File: src/rtl/cache_pkg.sv
// rtl/cache_pkg.sv - shared types and constants for the cache memory arbiter
package cache_pkg;

  localparam int LINE_ADDR_LEN_DEF = 3;
  localparam int PORT_D = 0;
  localparam int PORT_I = 1;

  typedef enum logic [1:0] {
    S_IDLE  = 2'd0,
    S_ISSUE = 2'd1,
    S_DRAIN = 2'd2,
    S_DONE  = 2'd3
  } state_t;

  function automatic int words_per_line(input int line_addr_len);
    return 1 << line_addr_len;
  endfunction

endpackage

File: src/rtl/rr_arbiter2.sv
// rtl/rr_arbiter2.sv - two-input round-robin pick, one-hot result
module rr_arbiter2 (
  input  logic [1:0] req,
  input  logic       rr_ptr,
  output logic [1:0] pick
);

  always_comb begin
    pick = req;
    if (req == 2'b11) pick = rr_ptr ? 2'b10 : 2'b01;
  end

endmodule

File: src/rtl/cache_mem_arbiter.sv
// rtl/cache_mem_arbiter.sv - shares one word-serial memory port between D- and I-cache line transfers
module cache_mem_arbiter
  import cache_pkg::*;
#(
  parameter int LINE_ADDR_LEN = LINE_ADDR_LEN_DEF,
  parameter int ADDR_W        = 32
) (
  input  logic                     clk,
  input  logic                     rst_n,
  input  logic [1:0]               req,
  input  logic [1:0]               req_we,
  input  logic [ADDR_W-1:0]        req_addr0,
  input  logic [ADDR_W-1:0]        req_addr1,
  input  logic [31:0]              wr_data0,
  input  logic [31:0]              wr_data1,
  output logic [LINE_ADDR_LEN-1:0] wr_idx,
  output logic [1:0]               gnt,
  output logic [1:0]               rd_valid,
  output logic [LINE_ADDR_LEN-1:0] rd_idx,
  output logic [31:0]              rd_data,
  output logic [1:0]               done,
  output logic                     mem_cmd_valid,
  input  logic                     mem_cmd_ready,
  output logic                     mem_we,
  output logic [ADDR_W-1:0]        mem_addr,
  output logic [31:0]              mem_wdata,
  input  logic                     mem_rvalid,
  input  logic [31:0]              mem_rdata,
  output logic                     busy,
  output logic                     proto_err
);

  localparam int CW = LINE_ADDR_LEN + 1;
  localparam logic [LINE_ADDR_LEN-1:0] LAST_IDX = LINE_ADDR_LEN'(words_per_line(LINE_ADDR_LEN) - 1);
  localparam logic [CW-1:0] WPL_CNT = CW'(words_per_line(LINE_ADDR_LEN));
  localparam logic [ADDR_W-1:0] LINE_MASK = ADDR_W'((1 << (LINE_ADDR_LEN + 2)) - 1);

  state_t                   state;
  logic                     owner;
  logic                     we;
  logic                     rr_ptr;
  logic [ADDR_W-1:0]        base;
  logic [LINE_ADDR_LEN-1:0] issue_cnt;
  logic [CW-1:0]            resp_cnt;
  logic                     proto_err_q;

  logic [1:0]               pick;
  logic [ADDR_W-1:0]        sel_addr;
  logic                     cmd_fire;
  logic                     last_fire;
  logic                     read_ok;
  logic                     rsp_fire;
  logic [CW-1:0]            resp_next;

  rr_arbiter2 u_rr (
    .req    (req),
    .rr_ptr (rr_ptr),
    .pick   (pick)
  );

  // A response is legal only while a read command is outstanding; a latency-0
  // return for the command accepted this same cycle counts as outstanding.
  always_comb begin
    sel_addr  = (pick == 2'b10) ? req_addr1 : req_addr0;
    cmd_fire  = (state == S_ISSUE) && mem_cmd_ready;
    last_fire = cmd_fire && (issue_cnt == LAST_IDX);
    read_ok   = 1'b0;
    if (!we && state == S_DRAIN) read_ok = 1'b1;
    if (!we && state == S_ISSUE) read_ok = resp_cnt < ({1'b0, issue_cnt} + CW'(mem_cmd_ready));
    rsp_fire  = mem_rvalid && read_ok;
    resp_next = resp_cnt + CW'(rsp_fire);
  end

  assign busy          = (state != S_IDLE);
  assign gnt           = busy ? (owner ? 2'b10 : 2'b01) : 2'b00;
  assign done          = (state == S_DONE) ? gnt : 2'b00;
  assign mem_cmd_valid = (state == S_ISSUE);
  assign mem_we        = mem_cmd_valid && we;
  assign mem_addr      = mem_cmd_valid ? (base | ADDR_W'({issue_cnt, 2'b00})) : '0;
  assign wr_idx        = issue_cnt;
  assign mem_wdata     = mem_cmd_valid ? (owner ? wr_data1 : wr_data0) : '0;
  assign rd_valid      = rsp_fire ? gnt : 2'b00;
  assign rd_idx        = rsp_fire ? resp_cnt[LINE_ADDR_LEN-1:0] : '0;
  assign rd_data       = rsp_fire ? mem_rdata : '0;
  assign proto_err     = proto_err_q;

  always_ff @(posedge clk or negedge rst_n) begin
    if (!rst_n) begin
      state       <= S_IDLE;
      owner       <= 1'b0;
      we          <= 1'b0;
      rr_ptr      <= 1'b0;
      base        <= '0;
      issue_cnt   <= '0;
      resp_cnt    <= '0;
      proto_err_q <= 1'b0;
    end else begin
      if (mem_rvalid && !read_ok) proto_err_q <= 1'b1;
      case (state)
        S_IDLE: begin
          if (req != 2'b00) begin
            owner     <= (pick == 2'b10);
            we        <= (pick == 2'b10) ? req_we[1] : req_we[0];
            base      <= sel_addr & ~LINE_MASK;
            issue_cnt <= '0;
            resp_cnt  <= '0;
            state     <= S_ISSUE;
          end
        end
        S_ISSUE: begin
          if (cmd_fire) issue_cnt <= issue_cnt + LINE_ADDR_LEN'(1);
          resp_cnt <= resp_next;
          if (last_fire) state <= (we || resp_next == WPL_CNT) ? S_DONE : S_DRAIN;
        end
        S_DRAIN: begin
          resp_cnt <= resp_next;
          if (resp_next == WPL_CNT) state <= S_DONE;
        end
        S_DONE: begin
          rr_ptr <= ~owner;
          state  <= S_IDLE;
        end
        default: state <= S_IDLE;
      endcase
    end
  end

endmodule

File: config.mk
export PLATFORM = sky130hd
export DESIGN_NAME = cache_mem_arbiter
export DESIGN_NICKNAME = d
export VERILOG_FILES = /design/src/rtl/cache_pkg.sv /design/src/rtl/rr_arbiter2.sv /design/src/rtl/cache_mem_arbiter.sv
export SDC_FILE = /design/constraint.sdc
export NUM_CORES = 1
export LEC_CHECK = 0
export CAP_MARGIN = 20
export CORE_AREA = 2 2 108 110
export DETAILED_ROUTE_END_ITERATION = 7
export DIE_AREA = 0 0 110 112
export GPL_TIMING_DRIVEN = 0
export PLACE_DENSITY_LB_ADDON = 0.08
export RECOVER_POWER = 25
export SETUP_SLACK_MARGIN = 0.15
export SLEW_MARGIN = 25
export SYNTH_ARGS = -nofsm -noshare
export SYNTH_HDL_FRONTEND = slang
export SYNTH_SLANG_ARGS = --single-unit
export TNS_END_PERCENT = 100
File: constraint.sdc
create_clock -name clk -period 8.3 [get_ports clk]
set_clock_uncertainty 0.1 [all_clocks]
set_input_delay 1.66 -clock clk [delete_from_list [all_inputs] [get_ports clk]]
set_output_delay 1.66 -clock clk [all_outputs]
set_load 0.05 [all_outputs]
Word-level counts from Yosys, hierarchy flattened:

Cells that the tools add are included.

* $add $sub $neg: 3
* multipliers: 0
* divide/modulo/power cells: 0
* magnitude comparators: 1
* equal/unequal tests: 11
* shift-type cells: 0
* mux-type cells: 25
* bitwise gates (word level): 2
* reduce and logical (&&, ||, !) cells: 20

Operators by type and width (count)
* $mux 32: 5
* $or 32x5->32: 1
* $mux 2: 9
* $mux 3: 3
* $eq 2x2->1 const B: 4
* $pmux 2 s4: 1
* $pmux 4 s2: 1
* $reduce_bool 2->1: 4
* $logic_and 1x1->1: 7
* $ne 2x1->1 const B: 3
* $pmux 3 s2: 1
* $reduce_and 3->1: 2
* $add 3x1->4: 1
* $add 4x1->4: 1
* $eq 4x4->1 const B: 1
* $lt 4x4->1: 1
* $mux 1: 4
* $mux 4: 1
* $reduce_and 2->1: 2
* $add 3x1->3 const B: 1
* $eq 3x3->1 const B: 1
* $eq 2x1->1 const B: 1
* $logic_not 1->1: 2
* $logic_not 2->1: 1
* 4 further kinds: 4

* register bits after elaboration: 40
* bits in latches: 0
* memory bits (writable): 0
* bits in read-only memories: 0
* output and inout port bits: 112
* word-level logic and storage cells: 70
* memories: 0

Longest topological paths before layout:

* depth in word-level cells: 11
* depth in mapped cells: 14

Modules after synthesis:

Synthesis repeated with hierarchy kept, for this count alone.

* cells, all modules: 371
* area, all modules: 3244.4 sq um

Modules (own cells, without submodules)
* cache_mem_arbiter: times used 1, cells each 368, area an instance 3225.6 sq um, sequential area each 1001.0 sq um
* rr_arbiter2: times used 1, cells each 3, area an instance 18.8 sq um, sequential area each 0.0 sq um

Least setup slack after synthesis:

Ideal clock, no wire load.

* path kind: input to output
* start: in mem_cmd_ready
* end: out rd_idx[2]
* arrival time: 3444 ps
* required time: 6540 ps
* setup slack: 3096 ps
* stages on the path: 7
* buffers on the path: 0
* cells stage by stage: ha_1 ha_1 inv_1 ha_1 a21oi_1 o211ai_1 a21oi_1

* longest elaborated chain between the ends: 5

RTL lines
* start, declared: RTL line cache_mem_arbiter.sv:23 `input logic mem_cmd_ready,`
* $add 3x1->4: RTL line cache_mem_arbiter.sv:69 `if (!we && state == S_ISSUE) read_ok = resp_cnt < ({1'b0, issue_cnt} + CW'(mem_cmd_ready));`
* $lt 4x4->1: RTL line cache_mem_arbiter.sv:69
* $mux 1: RTL line cache_mem_arbiter.sv:69
* $logic_and 1x1->1: RTL line cache_mem_arbiter.sv:70 `rsp_fire = mem_rvalid && read_ok;`
* $mux 3: RTL line cache_mem_arbiter.sv:83 `assign rd_idx = rsp_fire ? resp_cnt[LINE_ADDR_LEN-1:0] : '0;`
* end, declared: RTL line cache_mem_arbiter.sv:19 `output logic [LINE_ADDR_LEN-1:0] rd_idx,`

Every way passes these cells.

Worst setup path after layout:

* start: in mem_cmd_ready
* end: out rd_idx[0]

The elaborated chain is that of the path after synthesis.

==> results.sh <==
export IMPL_synth_edf_count=0
export IMPL_peakVddDrop_v=0.000288
export IMPL_n_fill_cell=1043
export IMPL_ys_seq_elements=40
export IMPL_yosys_top_cells_count="and2_1 (68), mux2i_1 (62), dfrtp_1 (40)"
export IMPL_drt_total_wl_mm=12.6
export IMPL_die_h_um=112
export IMPL_track_usage=0.195
export IMPL_cts_htree_levels=2
export IMPL_async_reset_ff_frac=1.00
export IMPL_cpMostUsedCell="ha_1"
export IMPL_path_cells="clkdlybuf4s50_1, ha_1, ha_1, inv_1, ha_1, a21oi_1, o211ai_1, nand2_2, buf_2, ha_1, clkdlybuf4s50_1"
export IMPL_vias_per_cell=4.54
export IMPL_cts_made_buffers=5
export IMPL_antennaDiodeCount=0
export IMPL_ios=280
export IMPL_cts_root_buf="clkbuf_16"
export IMPL_slowest_delay_ps=830
export IMPL_firstDrtPassIters=4
export IMPL_cp_end_kind="output port"
export IMPL_finalWorstSetupSlack_ps=1740
export IMPL_final_area_mm2=0.00620
export IMPL_netlist_cell_type_count=41
export IMPL_die_x_um=110
export IMPL_grt_pass1_wl_mm=18.8
export IMPL_syn_area_per_cell_um2=8.79
export IMPL_post_cts_buffers=0
export IMPL_fmax_mhz=153
export IMPL_slowest_stage="clkdlybuf4s50_1"
export IMPL_setup_tns_ps=0
export IMPL_antenna_left=0
export IMPL_synthTopCellsByArea="dfrtp_1 (31%), mux2i_1 (19%), and2_1 (13%)"
export IMPL_pre_cts_slack_ps=1690
export IMPL_slew_headroom=0.184
export IMPL_setup_viol=0
export IMPL_clkTransAtPathRegs_ps=60
export IMPL_yosysTopAreaCell="dfrtp_1"
export IMPL_worstSetupStartpointType="input port"
export IMPL_seq_area_frac_synth=0.310
export IMPL_cts_resized=0
export IMPL_critPathRequiredTime_ps=6540
export IMPL_grt_setup_unrepaired="no"
export IMPL_core_mm2=0.0112
export IMPL_slew_violations=0
export IMPL_worstPathArrival_ps=4800
export IMPL_power_density_mw_per_mm2=373
export IMPL_cap_violations=0
export IMPL_cts_hold_fix_buffers=0
export IMPL_status="finished clean"
export IMPL_postSynthCellCount=367
export IMPL_start_util=0.289
export IMPL_nNetsFinal=824
export IMPL_place_port_buffers=267
export IMPL_min_period_over_period=0.790
export IMPL_clock_path_buffers=2
export IMPL_grt_max_degree=24
export IMPL_post_dp_hpwl_mm=10.7
export IMPL_drive_gt1_frac=0.0404
export IMPL_worstHoldPathType="register to register"
export IMPL_clk_latency_ps=280
export IMPL_gp_congestion=0.852
export IMPL_drc_errors=0
export IMPL_yosys_warnings=0
export IMPL_final_core_util=0.555
export IMPL_hold_slack_ps=370
export IMPL_path_max_fanout=10
export IMPL_critical_path_class="input port to output port"
export IMPL_die_area_mm2=0.0123
export IMPL_tritoncts="done"
export IMPL_hold_viol=0
export IMPL_clkSinkCount=40
export IMPL_drt_initial_drc_count=129
export IMPL_grt_pass1_vias=3576
export IMPL_synth_top_area_frac=0.310
export IMPL_synth_ff_type="dfrtp_1"
export IMPL_antenna_found_initial=0
export IMPL_syn_to_final_growth_pct=92.1
export IMPL_netlist_area_mm2=0.00323
export IMPL_fp_row_count=39
export IMPL_finalCriticalPeriod_ps=6560
export IMPL_grt_overflow=0
export IMPL_leakage_nw=2.64
export IMPL_routedWlPerCell_um=16.0
export IMPL_synth_most_common_cell="and2_1"
export IMPL_place_area_mm2=0.00610
export IMPL_worst_pin_slew_ps=1220
export IMPL_vias=3569
cell usage in the layout, fill, tap and decap left out, types with 3 or more instances in the layout:
cell             count
a21oi_1              3
a22o_1               4
and2_1              68
buf_2                6
buf_4                4
clkbuf_1            18
clkbuf_16            5
clkdlybuf4s50_1    263
dfrtp_1             40
dlygate4sd3_1        3
ha_1                13
inv_1               10
mux2i_1             62
nand2_1             34
nand3_1              6
nor2b_1             32
o21ai_0             38
worst paths after layout:
check / start / to / slack, ps / depth (start not counted)
worst max-delay path: mem_cmd_ready / rd_idx[0] / 1740 / 11
worst min-delay path: base[14] / base[14] / 370 / 2
worst max register to register: wr_idx[0] / state[1] / 4690 / 14
worst min register to register: base[14] / base[14] / 370 / 2
max in group asynchronous: rst_n / base[20] / 5080 / 2
min in group asynchronous: rst_n / base[26] / 1520 / 1
worst max-delay path, delay by kind of cell:
family | cells | cell delay (ps)
buf+inv | 4 | 1620
compound gates | 2 | 310
simple gates | 1 | 160
fa+ha+maj | 4 | 1030
per-stage QoR:
step | instances | power [mW]
2_1_floorplan | 368 | 1.55
6_report | 786 | 2.31
3_3_place_gp | 778 | 2.13
3_5_place_dp | 779 | 2.15
5_1_grt | 786 | 2.45
4_1_cts | 786 | 2.34
registers in the layout, summed over array words and instances (netlist names):
register	count
base	27
resp_cnt	4
wr_idx	3
state	2
owner	1
proto_err	1
rr_ptr	1
we	1
metal layers:
layer	GRT usage	vias to the layer above	part of all wire
li1	-	1780	-
met1	0.212	1618	0.37
met2	0.365	156	0.52
met3	0.0585	15	0.097
met4	0.0430	0	0.015
met5	0	-	0
kinds of logic after synthesis:
logic type,after synthesis,share of synthesized area
and+or+nand+nor,154,0.273
muxes,63,0.196
AOI/OAI and AO/OA,55,0.106
DFF,40,0.310
buffers and inverters,38,0.0547
adders and majority gates,13,0.0504
xor gates and xnor gates,3,0.00814
other,1,0.00116
final cells by class:
cell class	count	area (um2)	share of cell area
clock buffers	6	129	0.0208
clock inverters	1	5.00	0.000807
well taps	143	179	0.0289
plain buffers	27	126	0.0204
multi-input cells	290	2050	0.330
inverters	11	41.3	0.00666
repair buffers	268	2670	0.431
flip-flops and latches	40	1000	0.161
where the power goes:
group / internal, mW / switching (mW) / leakage (nW) / total (mW)
clock: 0.109 / 0.0747 / 0.0667 / 0.184
combinational: 0.646 / 1.14 / 2.07 / 1.78
sequential: 0.284 / 0.0584 / 0.499 / 0.343
total: 1.04 / 1.27 / 2.64 / 2.31
No activity file was read; power rests on OpenSTA's default activity.
